<file path="src/rtl/alu_pkg.sv">
// Shared ALU command definitions: opcodes, field widths, queue entry layout
// and the issue FSM state encoding.
package alu_pkg;

    localparam int DATA_W  = 12;
    localparam int INST_W  = 3;
    localparam int ENTRY_W = 2 * DATA_W + INST_W;

    localparam logic [INST_W-1:0] OP_ADD    = 3'd0;
    localparam logic [INST_W-1:0] OP_SUB    = 3'd1;
    localparam logic [INST_W-1:0] OP_MUL    = 3'd2;
    localparam logic [INST_W-1:0] OP_MAC    = 3'd3;
    localparam logic [INST_W-1:0] OP_MIN    = 3'd4;
    localparam logic [INST_W-1:0] OP_MAX    = 3'd5;
    localparam logic [INST_W-1:0] OP_ABS    = 3'd6;
    localparam logic [INST_W-1:0] OP_ABSMAX = 3'd7;

    typedef enum logic [1:0] {
        ST_IDLE  = 2'd0,
        ST_ISSUE = 2'd1,
        ST_GAP   = 2'd2
    } issue_state_t;

    typedef struct packed {
        logic [DATA_W-1:0] a;
        logic [DATA_W-1:0] b;
        logic [INST_W-1:0] inst;
    } alu_cmd_t;

endpackage

</file>
<file path="src/rtl/alu_cmd_fifo.sv">
// Command storage for alu_cmd_queue: DEPTH x 27-bit circular buffer with
// occupancy count; flush clears pointers and count and wins over push/pop.
module alu_cmd_fifo
    import alu_pkg::*;
#(
    parameter int DEPTH = 8
) (
    input  logic                   i_clk,
    input  logic                   i_rst_n,
    input  logic                   i_push,
    input  alu_cmd_t               i_data,
    input  logic                   i_pop,
    input  logic                   i_flush,
    output alu_cmd_t               o_head,
    output logic [$clog2(DEPTH):0] o_count,
    output logic                   o_empty,
    output logic                   o_full
);

    localparam int AW = $clog2(DEPTH);

    alu_cmd_t          mem [DEPTH];
    logic [AW-1:0]     wr_ptr;
    logic [AW-1:0]     rd_ptr;
    logic              do_push;
    logic              do_pop;

    assign do_push = i_push && !o_full && !i_flush;
    assign do_pop  = i_pop && !o_empty && !i_flush;

    // Power-of-two depth lets the pointers wrap by natural overflow.
    always_ff @(posedge i_clk or negedge i_rst_n) begin
        if (!i_rst_n) begin
            wr_ptr  <= '0;
            rd_ptr  <= '0;
            o_count <= '0;
        end else if (i_flush) begin
            wr_ptr  <= '0;
            rd_ptr  <= '0;
            o_count <= '0;
        end else begin
            if (do_push) wr_ptr <= wr_ptr + AW'(1);
            if (do_pop)  rd_ptr <= rd_ptr + AW'(1);
            case ({do_push, do_pop})
                2'b10:   o_count <= o_count + (AW+1)'(1);
                2'b01:   o_count <= o_count - (AW+1)'(1);
                default: o_count <= o_count;
            endcase
        end
    end

    always_ff @(posedge i_clk) begin
        if (do_push) mem[wr_ptr] <= i_data;
    end

    assign o_head  = mem[rd_ptr];
    assign o_empty = (o_count == '0);
    assign o_full  = (o_count == (AW+1)'(DEPTH));

endmodule

</file>
<file path="src/rtl/alu_cmd_queue.sv">
// ALU command queue: FIFO plus issue FSM with programmable post-issue gap.
// Optional ALU_CMD_STATS_EN adds a saturating 16-bit issue counter o_issue_cnt.
//
// state    | meaning
// ST_IDLE  | waiting for a queued command and no stall
// ST_ISSUE | popping head onto the output registers, o_valid next cycle
// ST_GAP   | counting down idle cycles loaded from i_gap
module alu_cmd_queue
    import alu_pkg::*;
#(
    parameter int DEPTH = 8
) (
    input  logic                   i_clk,
    input  logic                   i_rst_n,
    input  logic                   i_in_valid,
    output logic                   o_in_ready,
    input  logic [DATA_W-1:0]      i_in_a,
    input  logic [DATA_W-1:0]      i_in_b,
    input  logic [INST_W-1:0]      i_in_inst,
    input  logic                   i_flush,
    input  logic                   i_stall,
    input  logic [1:0]             i_gap,
    output logic                   o_valid,
    output logic [DATA_W-1:0]      o_data_a,
    output logic [DATA_W-1:0]      o_data_b,
    output logic [INST_W-1:0]      o_inst,
    output logic [$clog2(DEPTH):0] o_count,
`ifdef ALU_CMD_STATS_EN
    output logic [15:0]            o_issue_cnt,
`endif
    output logic                   o_empty,
    output logic                   o_full
);

    localparam int CW = $clog2(DEPTH) + 1;

    issue_state_t state;
    logic [1:0]   gap_cnt;
    logic         in_rdy_en;
    logic         push;
    logic         pop;
    alu_cmd_t     in_cmd;
    alu_cmd_t     head;

    assign in_cmd     = '{a: i_in_a, b: i_in_b, inst: i_in_inst};
    assign o_in_ready = in_rdy_en && !o_full;
    assign push       = i_in_valid && o_in_ready && !i_flush;
    assign pop        = (state == ST_ISSUE) && !i_flush;

    alu_cmd_fifo #(.DEPTH(DEPTH)) u_fifo (
        .i_clk   (i_clk),
        .i_rst_n (i_rst_n),
        .i_push  (push),
        .i_data  (in_cmd),
        .i_pop   (pop),
        .i_flush (i_flush),
        .o_head  (head),
        .o_count (o_count),
        .o_empty (o_empty),
        .o_full  (o_full)
    );

    always_ff @(posedge i_clk or negedge i_rst_n) begin
        if (!i_rst_n) begin
            state     <= ST_IDLE;
            gap_cnt   <= '0;
            in_rdy_en <= 1'b0;
            o_valid   <= 1'b0;
            o_data_a  <= '0;
            o_data_b  <= '0;
            o_inst    <= '0;
        end else begin
            in_rdy_en <= 1'b1;
            o_valid   <= 1'b0;
            if (i_flush) begin
                state   <= ST_IDLE;
                gap_cnt <= '0;
            end else begin
                case (state)
                    ST_IDLE: begin
                        if ((o_count != '0) && !i_stall) state <= ST_ISSUE;
                    end
                    ST_ISSUE: begin
                        o_valid  <= 1'b1;
                        o_data_a <= head.a;
                        o_data_b <= head.b;
                        o_inst   <= head.inst;
                        // Continuation looks at occupancy left after this pop.
                        if (i_gap != 2'd0) begin
                            state   <= ST_GAP;
                            gap_cnt <= i_gap;
                        end else if ((o_count > CW'(1)) && !i_stall) begin
                            state <= ST_ISSUE;
                        end else begin
                            state <= ST_IDLE;
                        end
                    end
                    ST_GAP: begin
                        if (gap_cnt == 2'd1) begin
                            gap_cnt <= '0;
                            state   <= ((o_count != '0) && !i_stall) ? ST_ISSUE : ST_IDLE;
                        end else begin
                            gap_cnt <= gap_cnt - 2'd1;
                        end
                    end
                    default: state <= ST_IDLE;
                endcase
            end
        end
    end

`ifdef ALU_CMD_STATS_EN
    always_ff @(posedge i_clk or negedge i_rst_n) begin
        if (!i_rst_n) begin
            o_issue_cnt <= '0;
        end else if (i_flush) begin
            o_issue_cnt <= '0;
        end else if (pop && (o_issue_cnt != 16'hFFFF)) begin
            o_issue_cnt <= o_issue_cnt + 16'd1;
        end
    end
`endif

endmodule

</file>
<file path="config.mk">
export PLATFORM = sky130hd
export DESIGN_NAME = alu_cmd_queue
export DESIGN_NICKNAME = d
export VERILOG_FILES = /design/src/rtl/alu_pkg.sv /design/src/rtl/alu_cmd_fifo.sv /design/src/rtl/alu_cmd_queue.sv
export SDC_FILE = /design/constraint.sdc
export NUM_CORES = 1
export LEC_CHECK = 0
export BUFFER_PORTS_ARGS = -buffer_cell sky130_fd_sc_hd__buf_2
export CORE_MARGIN = 4
export CORE_UTILIZATION = 45
export DETAILED_ROUTE_END_ITERATION = 10
export GPL_TIMING_DRIVEN = 1
export PLACE_DENSITY = 0.61
export REMOVE_ABC_BUFFERS = 1
export SLEW_MARGIN = 5
export SYNTH_ARGS = -nofsm -noshare
export SYNTH_HDL_FRONTEND = slang
export SYNTH_HIERARCHICAL = 1
export SYNTH_SLANG_ARGS = --single-unit
export TNS_END_PERCENT = 100
</file>
<file path="constraint.sdc">
create_clock -name i_clk -period 5.1 [get_ports i_clk]
set_input_delay 0 -clock i_clk [delete_from_list [all_inputs] [get_ports i_clk]]
set_output_delay 0 -clock i_clk [all_outputs]
set_load 0.03 [all_outputs]
</file>
# == Word level (Yosys, flattened, before mapping) ==
# Memories as Yosys holds them, arrays and structs flattened. A register that Yosys moved wholly into a read port is not among the register bits.
# Cells that the tools add are included.
# word_totals
memories,1
output_inout_bits,35
regBits,16
wordCells,71
inputBits,34
mem_bits_rw,216
# op_classes
add_sub_neg,5
eq_ne,9
muxes,21
reduce_logical,26
order_cmp,1
n_bitwise,1
# memory_table
memory,words,width,read_ports,rd_ports_with_merged_regs,wr,line_no,rtl
u_fifo.mem,8,27,1,1,1,alu_cmd_fifo.sv:22,alu_cmd_t mem [DEPTH];
# op_table
cell,n
$mux W2,7
$mux W3,4
$logic_and A1 B1 Y1,10
$pmux W4 S2,1
$add A3 B1 Y3 const B,2
$eq A2 B1 Y1 const B,3
$mux W1,6
$ne A3 B3 Y1 const B,2
$pmux W2 S3,1
$reduce_and A2 Y1,3
$reduce_bool A2 Y1,3
$reduce_bool A3 Y1,2
$logic_not A1 Y1,5
$add A4 B1 Y4 const B,1
$eq A2 B2 Y1 const B,2
$eq A4 B4 Y1 const B,1
$gt A4 B1 Y1 const B,1
$logic_not A4 Y1,1
$mux W4,1
$pmux W2 S2,1
$reduce_bool A4 Y1,1
$sub A4 B1 Y4 const B,1
$ne A3 B2 Y1 const B,1
$logic_not A2 Y1,1
2 further kinds,2

# == Logic depth before layout (Yosys ltp) ==
# depth
ltp_word,10
ltp_mapped,14
depth_no_buf,11

# == Modules after synthesis ==
# Netlist, hierarchy kept.
# by_module_without_submodules
module,seq_area_each_um2,cells_per_inst,area_per_inst_um2,instances
alu_cmd_fifo,6736.5,390,8775.9,1
alu_cmd_queue,825.8,90,1447.6,1

# == Worst setup path before layout ==
# OpenSTA, ideal clock, no wires.
# synth_timing
path_type,register to register
startpoint,reg u_fifo.o_count[1]
endpoint,mem u_fifo/mem[0][0] in the netlist's numbering (enable)
n_path_buf,2
path_slack_ns,0.312
t_arrival_ns,4.343
required_time_ns,4.655
setup_time_ns,0.445
stages_incl_launch_ff,10
path_cell_list,dfrtp_1 > or4b_1 > clkbuf_2 > inv_1 > nor2b_1 > and3b_1 > clkbuf_1 > and3b_1 > nand2b_1 > nor3_1
# synth_between
elab_chain_len,9
# synth_rtl
item,line_no,rtl
from (decl),alu_cmd_fifo.sv:15,"output logic [$clog2(DEPTH):0] o_count,"
from (signal assigned),alu_cmd_fifo.sv:45,2'b10: o_count <= o_count + (AW+1)'(1);
from (signal assigned),alu_cmd_fifo.sv:46,2'b01: o_count <= o_count - (AW+1)'(1);
from (signal assigned),alu_cmd_fifo.sv:47,default: o_count <= o_count;
$eq A4 B4 Y1,alu_cmd_fifo.sv:58,assign o_full = (o_count == (AW+1)'(DEPTH));
net o_full,alu_cmd_queue.sv:32,output logic o_full
$logic_not A1 Y1,alu_cmd_queue.sv:46,assign o_in_ready = in_rdy_en && !o_full;
$logic_and A1 B1 Y1,alu_cmd_queue.sv:46,
net o_in_ready,alu_cmd_queue.sv:16,"output logic o_in_ready,"
$logic_and A1 B1 Y1 (2 in series),alu_cmd_queue.sv:47,assign push = i_in_valid && o_in_ready && !i_flush;
net push,alu_cmd_queue.sv:40,logic push;
$logic_and A1 B1 Y1 (2 in series),alu_cmd_fifo.sv:28,assign do_push = i_push && !o_full && !i_flush;
$mux W1,alu_cmd_fifo.sv:53,if (do_push) mem[wr_ptr] <= i_data;
$mux W1 (not written as such),alu_cmd_fifo.sv:53,
to (decl),alu_cmd_fifo.sv:22,
# The timed path passes the listed nets, and every way through them passes these cells.

# == Worst setup path in the final report ==
# layout_timing
startpoint,reg u_fifo.o_count[1]
endpoint,reg u_fifo.o_count[3]
# layout_between
elab_chain_len,10
word_cells_on_any_way,18
cone_classes,add/sub: 2; eq/ne: 3; mux: 2; reduce/logical: 11
# layout_rtl
item,line_no,rtl
$eq A4 B4 Y1 (*),alu_cmd_fifo.sv:58,
$logic_not A1 Y1 (*),alu_cmd_queue.sv:46,
$logic_and A1 B1 Y1 (*),alu_cmd_queue.sv:46,
$logic_and A1 B1 Y1 (*) (2 in series),alu_cmd_queue.sv:47,
net push,alu_cmd_queue.sv:40,
$logic_and A1 B1 Y1 (*) (2 in series),alu_cmd_fifo.sv:28,
$eq A2 B1 Y1 / $eq A2 B2 Y1 (equally long branches),alu_cmd_fifo.sv:44,"case ({do_push, do_pop})"
$pmux W4 S2,alu_cmd_fifo.sv:44,
$mux W4,alu_cmd_fifo.sv:37,end else if (i_flush) begin
# Mark *: on every way through the listed nets, which the timed path passes. The rest lies on a longest branch.
# A chain may end at the register's enable or synchronous reset.

==> flow_metrics.py <==
metrics = {
    "outcome": {
        "status": "finished clean",
    },
    "logic_synthesis": {
        "ys.flop_type": "edfxtp_1",
        "synth.top_cell.area_share": 0.6344,
        "yosysWarnings": 6,
        "syn_area_per_cell_um2": 21.30,
        "synth-edff-count": 216,
        "netlist_area_mm2": 0.01022,
        "synth-seq-cells": 259,
        "synth_area_leader_cell": "edfxtp_1",
        "yosysUniqueCellTypes": 42,
        "syn-instance-count": 480,
        "ys_seq_area_frac": 0.7397,
        "synth_area_leaders": "edfxtp_1 (63%), mux4_2 (12%), dfrtp_1 (11%)",
        "synth-async-reset-ratio": 0.1660,
    },
    "pwr": {
        "p_leak_nw": 4.191,
        "power_w": 0.004432,
        "ir_drop_mv": 0.2524,
        "power.density_mw_per_mm2": 367.9,
    },
    "clock_network": {
        "numClockSinks": 259,
        "tritoncts": "built",
        "cts.htree.levels": 1,
        "clk_latency_ns": 0.52,
        "cts-root-buf": "clkbuf_16",
        "post_cts_resized": 0,
        "clk_path_buf_depth": 3,
        "clk_pin_slew_ns": 0.06,
        "cts_setup_buffers": 0,
        "cts_buffers": 27,
    },
    "setup_path": {
        "slowest_delay_ns": 0.73,
        "critPathMaxFanout": 11,
        "cp_top_family": "simple AND/OR/NAND/NOR gates",
        "path_buf_inv": 1,
        "rrSetupSlack_ns": 1.51,
        "crit_path_start_kind": "flip-flop",
        "cp-end-kind": "flip-flop",
        "r2r_end": "u_fifo/o_count[3]",
        "cp.arrival_ns": 4.01,
        "criticalPathCategory": "flip-flop to flip-flop",
        "required_ns": 5.52,
        "reg2regPathDepth": 11,
        "cp_cell_sequence": "or4b_1, inv_1, nor2b_1, and3b_1, a21oi_2, nor2b_1, ha_1, a21oi_1, nand2_1, or4b_1, o311ai_1",
        "cp_slowest_cell": "or4b_1",
        "cp-startpoint": "u_fifo/o_count[1]",
        "r2r_start": "u_fifo/o_count[1]",
    },
    "global_routing": {
        "grt_pass1_wl_um": 30500,
        "gr-usage-all-layers": 0.1515,
        "grt_max_degree": 44,
        "grt_pass1_vias": 5264,
        "antenna_found_initial": 0,
        "grt.overflow.total": 0,
    },
    "floorplanning": {
        "coreArea_mm2": 0.02209,
        "rows": 54,
        "dieWidth_um": 158.7,
        "initial_core_util": 0.4627,
        "fp.dieH_um": 158.7,
        "ios": 69,
        "dieArea_mm2": 0.02520,
    },
    "layout": {
        "layout_commonest_cell": "edfxtp_1",
        "syn_to_final_growth_pct": 17.86,
        "layout_common_cells": "edfxtp_1 (216), buf_2 (68), mux4_2 (54)",
        "drive_gt1_frac": 0.3831,
        "final_core_util": 0.5454,
        "final_nets": 635,
        "antenna_cells": 0,
        "final_cells": 896,
    },
    "sta": {
        "grt_setup_unrepaired": "no",
        "min_period_ns": 3.589,
        "fin_crit_sh": 0.7037,
        "tightest_slew_ns": 1.114,
        "slew-limit-headroom": 0.2570,
        "finalHoldViolCount": 0,
        "timing.fmax_mhz": 278.6,
        "setup_tns_ns": 0,
        "drv_slew": 0,
        "hold_slack_ns": 0.03990,
        "skew_ns": 0.01595,
        "finalSetupViolCount": 0,
    },
    "worst_hold_path": {
        "hold_path.startpoint": "i_in_valid",
        "hold_depth": 4,
        "min_to": "u_fifo/wr_ptr[1]",
        "min_path_type": "input pin to flip-flop",
    },
    "drt": {
        "wl_per_cell_um": 21.41,
        "ant_nets": 0,
        "drt_iter0_markers": 285,
        "routed_wl_um": 19180,
        "firstDrtPassIters": 4,
        "vias": 4933,
        "post-route-drc-count": 0,
        "vias_per_cell": 5.506,
    },
    "placed_design": {
        "place_hpwl_um": 10590,
        "placed_cells": 811,
        "gp_congestion": 0.7617,
        "io_buffers": 68,
    },
    "run": {
        "drv_cap": 0,
    },
}
-- kinds of logic after synthesis --
| group | Yosys count | share of synthesized area |
|---|---|---|
| XOR/XNOR | 6 | 0.005141 |
| buffers and inverters | 27 | 0.01615 |
| multiplexers | 112 | 0.1893 |
| other | 1 | 0.0003668 |
| AND/OR/NAND/NOR | 53 | 0.02864 |
| AO/OA/AOI/OAI | 16 | 0.01261 |
| flip-flops | 259 | 0.7397 |
| adder cells (fa/ha/maj) | 6 | 0.008077 |
-- sequential cells by signal (all words and copies together), names as in the netlist --
signal          cells
o_valid             1
u_fifo/o_count      4
o_data_b           12
o_inst              3
u_fifo/rd_ptr       3
state               2
gap_cnt             2
u_fifo/mem        216
o_data_a           12
in_rdy_en           1
u_fifo/wr_ptr       3
-- timing repair --
item                       CTS  global route
hold endpoints to repair   272             0
setup endpoints to repair    0             0
hold buffers                35             0
-- worst reg2reg max path: stages, from the launching register on --
cell and delay [ns]:
dfrtp_1 0.52, or4b_1 0.73, inv_1 0.14, nor2b_1 0.06, and3b_1 0.28, a21oi_2 0.19
nor2b_1 0.30, ha_1 0.33, a21oi_1 0.24, nand2_1 0.11, or4b_1 0.50, o311ai_1 0.08
-- cell usage after synthesis, types with 2 or more instances --
master,count
nor3b_1,3
nand2_1,6
nor4_1,3
and3b_1,2
xnor2_1,3
nor3_1,5
dfrtp_1,43
edfxtp_1,216
nor2_1,17
nand2b_1,5
or4b_1,2
buf_6,3
a21oi_1,3
buf_1,3
mux2i_1,4
a211oi_1,4
inv_1,4
mux2_4,19
nor2b_1,3
ha_1,5
mux2_2,35
nand3_1,4
buf_2,6
clkbuf_1,8
buf_12,2
xor2_1,3
mux4_2,54
-- through the flow --
step | area [um2] | setup WS (ns)
finish | 12050 | 1.511
detailed placement | 10870 | 1.566
global route | 12050 | 1.286
floorplan | 10070 | 0.4256
global placement | 10870 | 1.739
CTS | 12050 | 1.542
-- report_power, final --
| part | switching, W | leakage [nW] | internal (W) |
|---|---|---|---|
| logic | 0.000149 | 1.27 | 0.000102 |
| registers | 0.0000221 | 2.52 | 0.00234 |
| clock network | 0.000768 | 0.406 | 0.00105 |
-- routing by layer --
layer / GRT usage / wire length (um) / up-vias
met3: 0.02618 / 1087 / 21
li1: - / - / 2193
met4: 0.03235 / 258 / 0
met5: 0 / 0 / -
met2: 0.2572 / 9537 / 138
met1: 0.2090 / 8300 / 2581
-- worst max-delay path by stage --
| stage | end | cells past startpoint |
|---|---|---|
| floorplan | u_fifo/mem[0][0] | 7 |
| finish | u_fifo/o_count[3] | 11 |
| detailed placement | u_fifo/o_count[3] | 11 |
| global route | u_fifo/o_count[3] | 11 |
| global placement | u_fifo/o_count[3] | 11 |
| CTS | u_fifo/o_count[3] | 11 |
-- area by class of cell --
cell class / count / area (um2)
Tap cell: 280 / 350.3
Timing Repair Buffer: 109 / 735.7
Multi-Input combinational cell: 194 / 2551
Inverter: 4 / 15.01
Clock buffer: 36 / 729.5
Sequential cell: 259 / 7567
Fill cell: 1711 / 10040
Clock inverter: 14 / 100.1
No activity file was read; power rests on OpenSTA's default activity.
